--- src/rtl/timer_counter_if.sv ---
// timer_counter_if: control/status bundle between the control FSM and the timer
// master: drives clr/load/enable/load_value, observes count/tc/busy/done/expire_cnt
// slave:  the timer side of the same signals
interface timer_counter_if #(
  parameter int WIDTH = 8
) ();
  logic             clr;
  logic             load;
  logic             enable;
  logic [WIDTH-1:0] load_value;
  logic [WIDTH-1:0] count;
  logic             tc;
  logic             busy;
  logic             done;
  logic [7:0]       expire_cnt;
  modport master (
    output clr, load, enable, load_value,
    input  count, tc, busy, done, expire_cnt
  );
  modport slave (
    input  clr, load, enable, load_value,
    output count, tc, busy, done, expire_cnt
  );
endinterface

--- src/rtl/timer_counter.sv ---
// timer_counter: loadable down-counter with terminal-count pulse and optional auto-reload
// clk, reset (async, active-high) plus bus (slave):
//   in  clr, load, enable, load_value ; out count, tc, busy, done, expire_cnt
module timer_counter #(
  parameter int WIDTH       = 8,
  parameter bit AUTO_RELOAD = 1'b0
) (
  input logic            clk,
  input logic            reset,
  timer_counter_if.slave bus
);
  typedef enum logic [1:0] {IDLE, RUN, PAUSE, DONE} state_t;
  state_t           state_q, state_d;
  logic [WIDTH-1:0] count_q, count_d;
  logic [WIDTH-1:0] reload_q, reload_d;
  logic             tc_q, tc_d;
  logic [7:0]       exp_q, exp_d;
  logic             last;
  // a count of 1 or 0 expires on the next enabled edge
  assign last = count_q[WIDTH-1:1] == '0;
  always_comb begin
    state_d  = state_q;
    count_d  = count_q;
    reload_d = reload_q;
    tc_d     = 1'b0;
    exp_d    = exp_q;
    if (bus.clr) begin
      state_d  = IDLE;
      count_d  = '0;
      reload_d = '0;
      exp_d    = '0;
    end else if (bus.load) begin
      state_d  = IDLE;
      count_d  = bus.load_value;
      reload_d = bus.load_value;
    end else if (bus.enable && state_q != DONE) begin
      if (!last) begin
        count_d = count_q - WIDTH'(1);
        state_d = RUN;
      end else begin
        tc_d  = 1'b1;
        exp_d = exp_q + 8'(exp_q != 8'hff);
        if (AUTO_RELOAD && reload_q != '0) begin
          count_d = reload_q;
          state_d = RUN;
        end else begin
          count_d = '0;
          state_d = DONE;
        end
      end
    end else if (!bus.enable && state_q == RUN) begin
      state_d = PAUSE;
    end
  end
  always_ff @(posedge clk or posedge reset) begin
    if (reset) begin
      state_q  <= IDLE;
      count_q  <= '0;
      reload_q <= '0;
      tc_q     <= 1'b0;
      exp_q    <= '0;
    end else begin
      state_q  <= state_d;
      count_q  <= count_d;
      reload_q <= reload_d;
      tc_q     <= tc_d;
      exp_q    <= exp_d;
    end
  end
  assign bus.count      = count_q;
  assign bus.tc         = tc_q;
  assign bus.busy       = state_q == RUN || state_q == PAUSE;
  assign bus.done       = state_q == DONE;
  assign bus.expire_cnt = exp_q;
endmodule

--- src/flat_wrapper.sv ---
// flat-port wrapper written by rule: the top's interface ports become plain ports
module timer_counter_flat 
#(
  parameter int WIDTH       = 8,
  parameter bit AUTO_RELOAD = 1'b0
)
  (clk, reset, bus_clr, bus_load, bus_enable, bus_load_value, bus_count, bus_tc, bus_busy, bus_done, bus_expire_cnt);
  timer_counter_if #(.WIDTH(WIDTH)) bus_i ();
  input logic clk;
  input logic reset;
  input wire logic [$bits(bus_i.clr)-1:0] bus_clr;
  input wire logic [$bits(bus_i.load)-1:0] bus_load;
  input wire logic [$bits(bus_i.enable)-1:0] bus_enable;
  input wire logic [$bits(bus_i.load_value)-1:0] bus_load_value;
  output wire logic [$bits(bus_i.count)-1:0] bus_count;
  output wire logic [$bits(bus_i.tc)-1:0] bus_tc;
  output wire logic [$bits(bus_i.busy)-1:0] bus_busy;
  output wire logic [$bits(bus_i.done)-1:0] bus_done;
  output wire logic [$bits(bus_i.expire_cnt)-1:0] bus_expire_cnt;
  assign bus_i.clr = bus_clr;
  assign bus_i.load = bus_load;
  assign bus_i.enable = bus_enable;
  assign bus_i.load_value = bus_load_value;
  assign bus_count = bus_i.count;
  assign bus_tc = bus_i.tc;
  assign bus_busy = bus_i.busy;
  assign bus_done = bus_i.done;
  assign bus_expire_cnt = bus_i.expire_cnt;
  timer_counter #(.WIDTH(WIDTH), .AUTO_RELOAD(AUTO_RELOAD)) u_core (.clk(clk), .reset(reset), .bus(bus_i));
endmodule
--- config.mk ---
export PLATFORM = sky130hd
export DESIGN_NAME = timer_counter_flat
export DESIGN_NICKNAME = d
export VERILOG_FILES = /design/src/rtl/timer_counter_if.sv /design/src/rtl/timer_counter.sv /design/src/flat_wrapper.sv
export SDC_FILE = /design/constraint.sdc
export NUM_CORES = 1
export LEC_CHECK = 0
export ABC_AREA = 1
export CORE_ASPECT_RATIO = 0.75
export CORE_MARGIN = 5
export CORE_UTILIZATION = 48
export DETAILED_ROUTE_END_ITERATION = 6
export PLACE_DENSITY = 0.79
export SKIP_LAST_GASP = 1
export SLEW_MARGIN = 5
export SYNTH_ARGS = -nofsm -noshare
export SYNTH_HDL_FRONTEND = slang
export SYNTH_SLANG_ARGS = --single-unit
--- constraint.sdc ---
create_clock -name clk -period 2 [get_ports clk]
set_input_delay 0.6 -clock clk [delete_from_list [all_inputs] [get_ports clk]]
set_output_delay 0.6 -clock clk [all_outputs]
set_load 0.05 [all_outputs]
**Word-level counts from Yosys, hierarchy flattened**

Index checks and enable logic that the tools add are counted.

- Register bits: 19
- Input port bits: 13
- Output and inout port bits: 19
- Word-level logic and storage cells: 39

- Add/sub/neg operators: 2
- Equality and inequality tests: 6
- Mux-type cells: 17
- Reduce and logical (&&, ||, !) cells: 10

Operator list:

| cell | number |
|---|---|
| 8-bit 2-to-1 mux | 8 |
| 2-bit 2-to-1 mux | 5 |
| 8-bit by 1-bit adder with 8-bit output | 1 |
| 8-bit inequality test (second input constant) | 1 |
| 8-bit by 1-bit subtractor with 8-bit output (second input constant) | 1 |
| 7-bit logical NOT | 1 |
| 2-bit == test (second input constant) | 2 |
| 1-bit 2-to-1 mux | 4 |
| 2-bit inequality test (second input constant) | 2 |
| 2-bit nonzero test | 2 |
| 4-bit nonzero test | 1 |
| 3-bit AND reduction | 1 |
| 3-bit nonzero test | 1 |
| 2-bit by 1-bit == test with 1-bit output (second input constant) | 1 |
| 1-bit logical AND | 2 |
| 1-bit logical NOT | 1 |
| 1-bit logical OR | 1 |

**Depth between registers and ports, before layout**

- Depth after elaboration: 6
- Depth in mapped cells: 10
- Gate-level depth less buffers: 10

**Least setup slack after synthesis**

No wires, ideal clock.

- Path kind: register to register
- Start point: register u_core.exp_q[3] (netlist: u_core.bus.expire_cnt[3])
- End point: register u_core.exp_q[4] (netlist: u_core.bus.expire_cnt[4])
- Library setup time: 95 ps
- Arrival time: 1990 ps
- Data required time: 1905 ps
- Slack: -85 ps
- Stages on the path, launching flop included: 9
- Buffers on the path: 0
- Clock period less this slack: 2085 ps
- Cells stage by stage: dfrtp_1 -> nand2_1 -> nor3_1 -> nand4_1 -> ha_1 -> ha_1 -> nand3_1 -> xor2_1 -> o31ai_1

- Word-level cells in the longest chain between the ends: 6

RTL lines:

| element | RTL line | source |
|---|---|---|
| from (decl) | timer_counter.sv:17 | `logic [7:0] exp_q, exp_d;` |
| from (signal assigned) | timer_counter.sv:67 | `exp_q <= exp_d;` |
| 8-bit inequality test | timer_counter.sv:42 | `exp_d = exp_q + 8'(exp_q != 8'hff);` |
| 8-bit by 1-bit adder with 8-bit output * | timer_counter.sv:42 |  |
| 8-bit 2-to-1 mux * | timer_counter.sv:37 | `if (!last) begin` |
| 8-bit 2-to-1 mux * | timer_counter.sv:36 | `end else if (bus.enable && state_q != DONE) begin` |
| 8-bit 2-to-1 mux * | timer_counter.sv:32 | `end else if (bus.load) begin` |
| 8-bit 2-to-1 mux * | timer_counter.sv:27 | `if (bus.clr) begin` |

Mark *: on every way between the ends. The rest lies on a longest branch, timed or not. The select of a mux whose other input is x is not followed.
A chain may end at the register's enable or synchronous reset.

**Worst setup path after layout**

- Start point: register u_core.exp_q[2] (netlist: u_core.bus.expire_cnt[2])
- End point: register u_core.exp_q[4] (netlist: u_core.bus.expire_cnt[4])

Same word-level chain as after synthesis.

==> key figures <==
Timing
  – Final Critical Period: 1830 ps
  – Slew @ Worst Pin: between 300 and 400 ps
  – Setup tns final: 0 ps
  – Clock skew: 1.73 ps
  – Max frequency: 0.547 GHz
  – Relative slew slack: 77.2%
  – Final Max Tran Viols: 0
  – Finish-stage setup viols: 0
  – Endpoints failing hold: 0
  – Fin crit share: 91.5%

Floorplanning
  – Ports: 32
  – Die Wd: 68.1 um
  – Core footprint: about 2400 sq um
  – Full die area: 3650 sq um
  – Initial core utilization: 51.4%
  – Num rows: 15
  – Die Ht: around 54 um

Route
  – WL final: 3.01 mm
  – Wire per inst: between 10 and 15 um
  – DRC Markers: 0
  – Drt first pass iters: 4
  – Vias per cell: 4.82
  – Vias: 1,172
  – Final ANT Viol Nets: 0
  – Initial DRC Count: 74

Run
  – MaxCap Viol Count: 0

Clock tree
  – Root buffer cell: clkbuf_4
  – Post-CTS setup buffer count: 0
  – CTS tree: yes
  – H-tree levels: 1
  – Clk_lat worst skew: 300 ps
  – Num CTS Buffers: 3
  – CTS resizes: 0
  – Post-CTS Hold Fix Bufs: 0
  – Clock-pin slew on the worst setup and hold paths: 100 ps
  – Maximum clock path buffer count: 2
  – Clk sinks: 19

Global routing
  – Initial antenna violation count: 0
  – Gr ovfl total: 0
  – Vias in the first global route: 1,082
  – Largest net degree at the start of global routing: 20
  – First-pass GRT wire length: 5.02 mm
  – GRT Util Overall: 18.8%

Placed design
  – Dpl hpwl: between 2 and 2.5 mm
  – DP Area: 1600 sq um
  – Placed cells: 239
  – IO Port Bufs: 31
  – Final GP Congestion: 0.839

Run status
  – Outcome: finished, final reports clean

Pwr
  – Tot Pwr: roughly 1.1 mW
  – Peak VDD IR: 0.370 mV
  – Leakage: around 0.85 nW
  – PD cells: 647 nW/um^2

Cells and area
  – Final instance area: approximately 1600 sq um
  – Fillers: 214
  – Antenna Cells: 0
  – Layout cell share with drive strength beyond 1: between 20% and 30%
  – Utilization after layout: slightly below 70%
  – Layout area overhead: 34.3%
  – Finished Layout Cells: between 200 and 250
  – Fin nets: 227

Synthesis
  – Syn Inst Count: about 170
  – Post-synthesis register bit count: 19
  – Number of distinct library cells after synthesis: 22
  – Synth Warn #: 0
  – Syn Std Cell Area: 1220 sq um
  – Average size of a mapped cell: 7.20 sq um
  – Sequential area share after synthesis: 39.1%
  – Syn Nets: about 190

Critical path
  – Reg2reg setup slack: 170 ps
  – Worst setup EP type: register
  – Worst Path Max Fanout: 4
  – Crit Path Category: reg -> reg
  – Worst EP arrival: 2040 ps
  – Critical Path RT: 2210 ps
  – Critical Path Source Type: register

Hold path
  – Hold WC Path Type: reg -> reg
[path summary, 6_finish.rpt]
kind,from,endpoint,cells past startpoint
setup / recovery,u_core.bus.expire_cnt[2]$_DFFE_PP0P_,u_core.bus.expire_cnt[4]$_DFFE_PP0P_,8
max in group asynchronous,reset,u_core.bus.expire_cnt[4]$_DFFE_PP0P_,3
setup reg to reg,u_core.bus.expire_cnt[2]$_DFFE_PP0P_,u_core.bus.expire_cnt[4]$_DFFE_PP0P_,8
hold reg to reg,u_core.bus.expire_cnt[4]$_DFFE_PP0P_,u_core.bus.expire_cnt[4]$_DFFE_PP0P_,2
min in group asynchronous,reset,u_core.bus.count[0]$_DFFE_PP0P_,3
hold / removal,u_core.bus.expire_cnt[4]$_DFFE_PP0P_,u_core.bus.expire_cnt[4]$_DFFE_PP0P_,2
[critical path, cell delays in order (launching register included)]
cell,delay [ps]
dfrtp_2,410
inv_1,80
nor3_2,240
nand4_1,150
ha_1,240
ha_1,230
nand3_1,110
xor2_1,70
o31ai_1,210
[cells by family (layout without fill, tap and decap cells)]
logic type | count (synthesis) | count (layout) | synth area share (%)
xor+xnor | 6 | 6 | 4.32
flops | 19 | 19 | 39.1
buf+inv | 21 | 61 | 6.79
simple gates | 105 | 105 | 39.4
compound gates | 14 | 14 | 6.28
fa+ha+maj | 4 | 4 | 4.12
[cell usage after synthesis]
| library cell | number | area (sq um) |
|---|---|---|
| o21ai_1 | 6 | 30.0 |
| a21oi_1 | 1 | 5.00 |
| nor2_2 | 6 | 37.5 |
| nand4_1 | 1 | 6.26 |
| inv_2 | 4 | 15.0 |
| nor2_4 | 3 | 33.8 |
| dfrtp_1 | 19 | 475 |
| nor2_1 | 7 | 26.3 |
| xor2_1 | 5 | 43.8 |
| inv_1 | 16 | 60.1 |
| nand2_4 | 1 | 11.3 |
| o31ai_1 | 2 | 15.0 |
| nor3_1 | 2 | 10.0 |
| nor3_4 | 1 | 16.3 |
| nand3_1 | 14 | 70.1 |
| nand2_1 | 68 | 255 |
| o21ai_0 | 4 | 20.0 |
| buf_4 | 1 | 7.51 |
| xnor2_1 | 1 | 8.76 |
| nand2_2 | 2 | 12.5 |
| o22ai_1 | 1 | 6.26 |
| ha_1 | 4 | 50.1 |
[cells in the final DEF (no fill, tap or decap), types with 5 or more instances in the layout]
| cell | n |
|---|---|
| buf_4 | 22 |
| clkdlybuf4s50_1 | 12 |
| nand3_1 | 14 |
| dfrtp_1 | 15 |
| nor2_2 | 6 |
| o21ai_1 | 6 |
| nor2_1 | 7 |
| inv_1 | 16 |
| nand2_1 | 68 |
| xor2_1 | 5 |
[flip-flops by register name, indices dropped and copies added (netlist names)]
name                   cells
u_core.bus.count           8
u_core.state_q             2
u_core.bus.tc              1
u_core.bus.expire_cnt      8
[power breakdown]
group          internal (mW)  total, mW  switching, mW
clock                 0.0778      0.194          0.117
combinational          0.153      0.414          0.261
sequential             0.409      0.449         0.0397
total                  0.640       1.06          0.418
[area by class of cell]
type | count | area [sq um] | area share, %
clock buffer | 4 | 26.3 | 1.61
timing repair buffer | 37 | 345 | 21.1
multi-input combinational | 129 | 663 | 40.6
tap | 34 | 42.5 | 2.61
sequential | 19 | 480 | 29.4
inverter | 20 | 75.1 | 4.60
[layer usage]
metal / GRT usage (%) / wire length, um / vias to the layer above
met3: 5.01 / 173 / 5
met1: 25.8 / 1400 / 526
met4: 3.96 / 23 / 0
li1: - / - / 608
met2: 29.9 / 1410 / 33
met5: 0 / 0 / -
[through the flow]
step	hold slack [ps]	setup WS, ps
6_report	543	170
5_1_grt	582	-3.22
4_1_cts	548	57.1
3_5_place_dp	523	66.7
3_3_place_gp	517	143
2_1_floorplan	508	90.8
Note: power is estimated with default switching activity, not from simulation.
==> RTL change, RTL diff (config.mk and constraints unchanged) <==
Re-encode `state_t` (4 states) as one-hot, 4 bits wide.
--- a/src/rtl/timer_counter.sv
+++ b/src/rtl/timer_counter.sv
@@ -10,5 +10,5 @@
   timer_counter_if.slave bus
 );
-  typedef enum logic [1:0] {IDLE, RUN, PAUSE, DONE} state_t;
+  typedef enum logic [3:0] {IDLE = 4'b0001, RUN = 4'b0010, PAUSE = 4'b0100, DONE = 4'b1000} state_t;
   state_t           state_q, state_d;
   logic [WIDTH-1:0] count_q, count_d;
Check against the original RTL: no difference found for any inputs over 10 cycles, from zero or initial values and one cycle with reset high; not proved beyond that.
==> RTL change against the unedited design <==
Power up 9.8%. Sequential cell count rose by 2. Worst setup slack better by 0.0028 ns. Critical path type is now reg -> out. Clock power grew 45%. Final area grew 15%. Routed wire length rose by 10%. Area after synthesis is 20% higher. Count of clock-buffer cells in the layout did not move.
==> RTL change: results (changes against the unedited design) <==
| Metric | Value |
|---|---|
| Outcome | completed (unchanged) |
| PD cells | 616.3 mW/mm^2 (was 647.5 mW/mm^2) |
| Hold-critical path endpoint | u_core.state_q[0] (was u_core.bus.expire_cnt[4]) |
| GRT Overall Usage | 16.76% (was 18.84%) |
| Sequential share of cell area | 27.97% (was 29.43%) |
| Post-synth top cells | nand2_1, nor2_1, inv_1 (was nand2_1, dfrtp_1, inv_1) |
| Filler Cells Inserted | 268 (was 214) |
| Cell leakage power | 1.000 nW (was 0.8513 nW) |
| Dpl hpwl | 2525 um (was 2372 um) |
| Worst path slowest cell | dfrtp_1 (was dfrtp_2) |
| Clock Latency Late Sink | 0.26 ns (was 0.30 ns) |
| Reg clk slew, reported paths | 0.07 ns (was 0.10 ns) |
| Synth unique cells | 28 (was 22) |
| Delay-heaviest family, CP | flip-flops (was simple AND/OR/NAND/NOR gates) |
| Worst IR Drop VDD | 0.0004684 V (was 0.0003699 V) |
| Syn_nets | 215 (was 186) |
| Sequential power | 0.493 mW (was 0.449 mW) |
| NonClk Buf Share | 18.60% (was 21.15%) |
| Clk cell area share | 2.392% (was 1.609%) |
| Final GP Congestion | 0.8115 (was 0.8388) |
| Hold Startpoint | u_core.state_q[0] (was u_core.bus.expire_cnt[4]) |
| Global-route wire length before repair | 5699 um (was 5016 um) |
| Logic inverters | 33 (was 20) |
| Vias in the first global route | 1269 (was 1082) |
| Synth top area cells | dfrtp_1, nand2_1, nor2_1, nand3_1, inv_1 (was dfrtp_1, nand2_1, nand3_1, inv_1, ha_1) |
| Worst Path Arrival | 1.23 ns (was 2.04 ns) |
| Net Sw Power | 0.4243 mW (was 0.4177 mW) |
| Wirelength per Cell | 12.08 um (was 12.40 um) |
| Worst reg2reg setup slack | 0.22 ns (was 0.17 ns) |
| Largest net degree at the start of global routing | 22 (was 20) |
| Clock network fraction of total power | 24.3% (was 18.4%) |
-- RTL change: logic make-up after synthesis --
kind of cell    after synthesis  share of synthesized area (%)
flops                        21                          36.17
fa+ha+maj                     3                          2.578
xor+xnor                      6                          3.608
simple gates                121                          42.96
compound gates               13                          4.725
buf+inv                      35                          9.966
-- RTL change: how the worst max path moves through the flow --
| stage | endpoint | depth (start not counted) | startpoint | slack, ns |
|---|---|---|---|---|
| 3_5_place_dp | u_core.bus.count[0] | 6 | bus_load | 0.04 |
| 2_1_floorplan | u_core.bus.expire_cnt[4] | 9 | u_core.bus.expire_cnt[3] | 0.007 |
| 3_3_place_gp | u_core.bus.count[0] | 6 | bus_load | 0.11 |
| 6_report | bus_busy | 4 | u_core.state_q[2] | 0.17 |
| 5_1_grt | u_core.bus.expire_cnt[4] | 9 | u_core.bus.expire_cnt[3] | 0.02 |
| 4_1_cts | bus_busy | 4 | u_core.state_q[2] | 0.15 |
-- RTL change: metrics by stage --
stage	std cells	cell area, um^2	worst slack (ns)	hold WS [ns]
6_report	275	1883	0.1732	0.5194
5_1_grt	275	1883	0.01657	0.5283
4_1_cts	275	1881	0.1512	0.5206
3_5_place_dp	271	1836	0.04057	0.4978
3_3_place_gp	271	1836	0.1110	0.5193
2_1_floorplan	199	1456	0.007420	0.4864
-- RTL change: tightest hold or removal path, stage by stage (launching register included) --
cell and delay, ns:
dfstp_2 0.39, nand3_1 0.08, nand2_1 0.05
-- RTL change: layer usage --
| layer | track usage [%] | vias up | wire (um) |
|---|---|---|---|
| met5 | 0 | - | 0 |
| met4 | 2.842 | 0 | 8 |
| met3 | 3.986 | 2 | 166 |
| met2 | 24.12 | 20 | 1394 |
| met1 | 25.59 | 589 | 1754 |
| li1 | - | 699 | - |
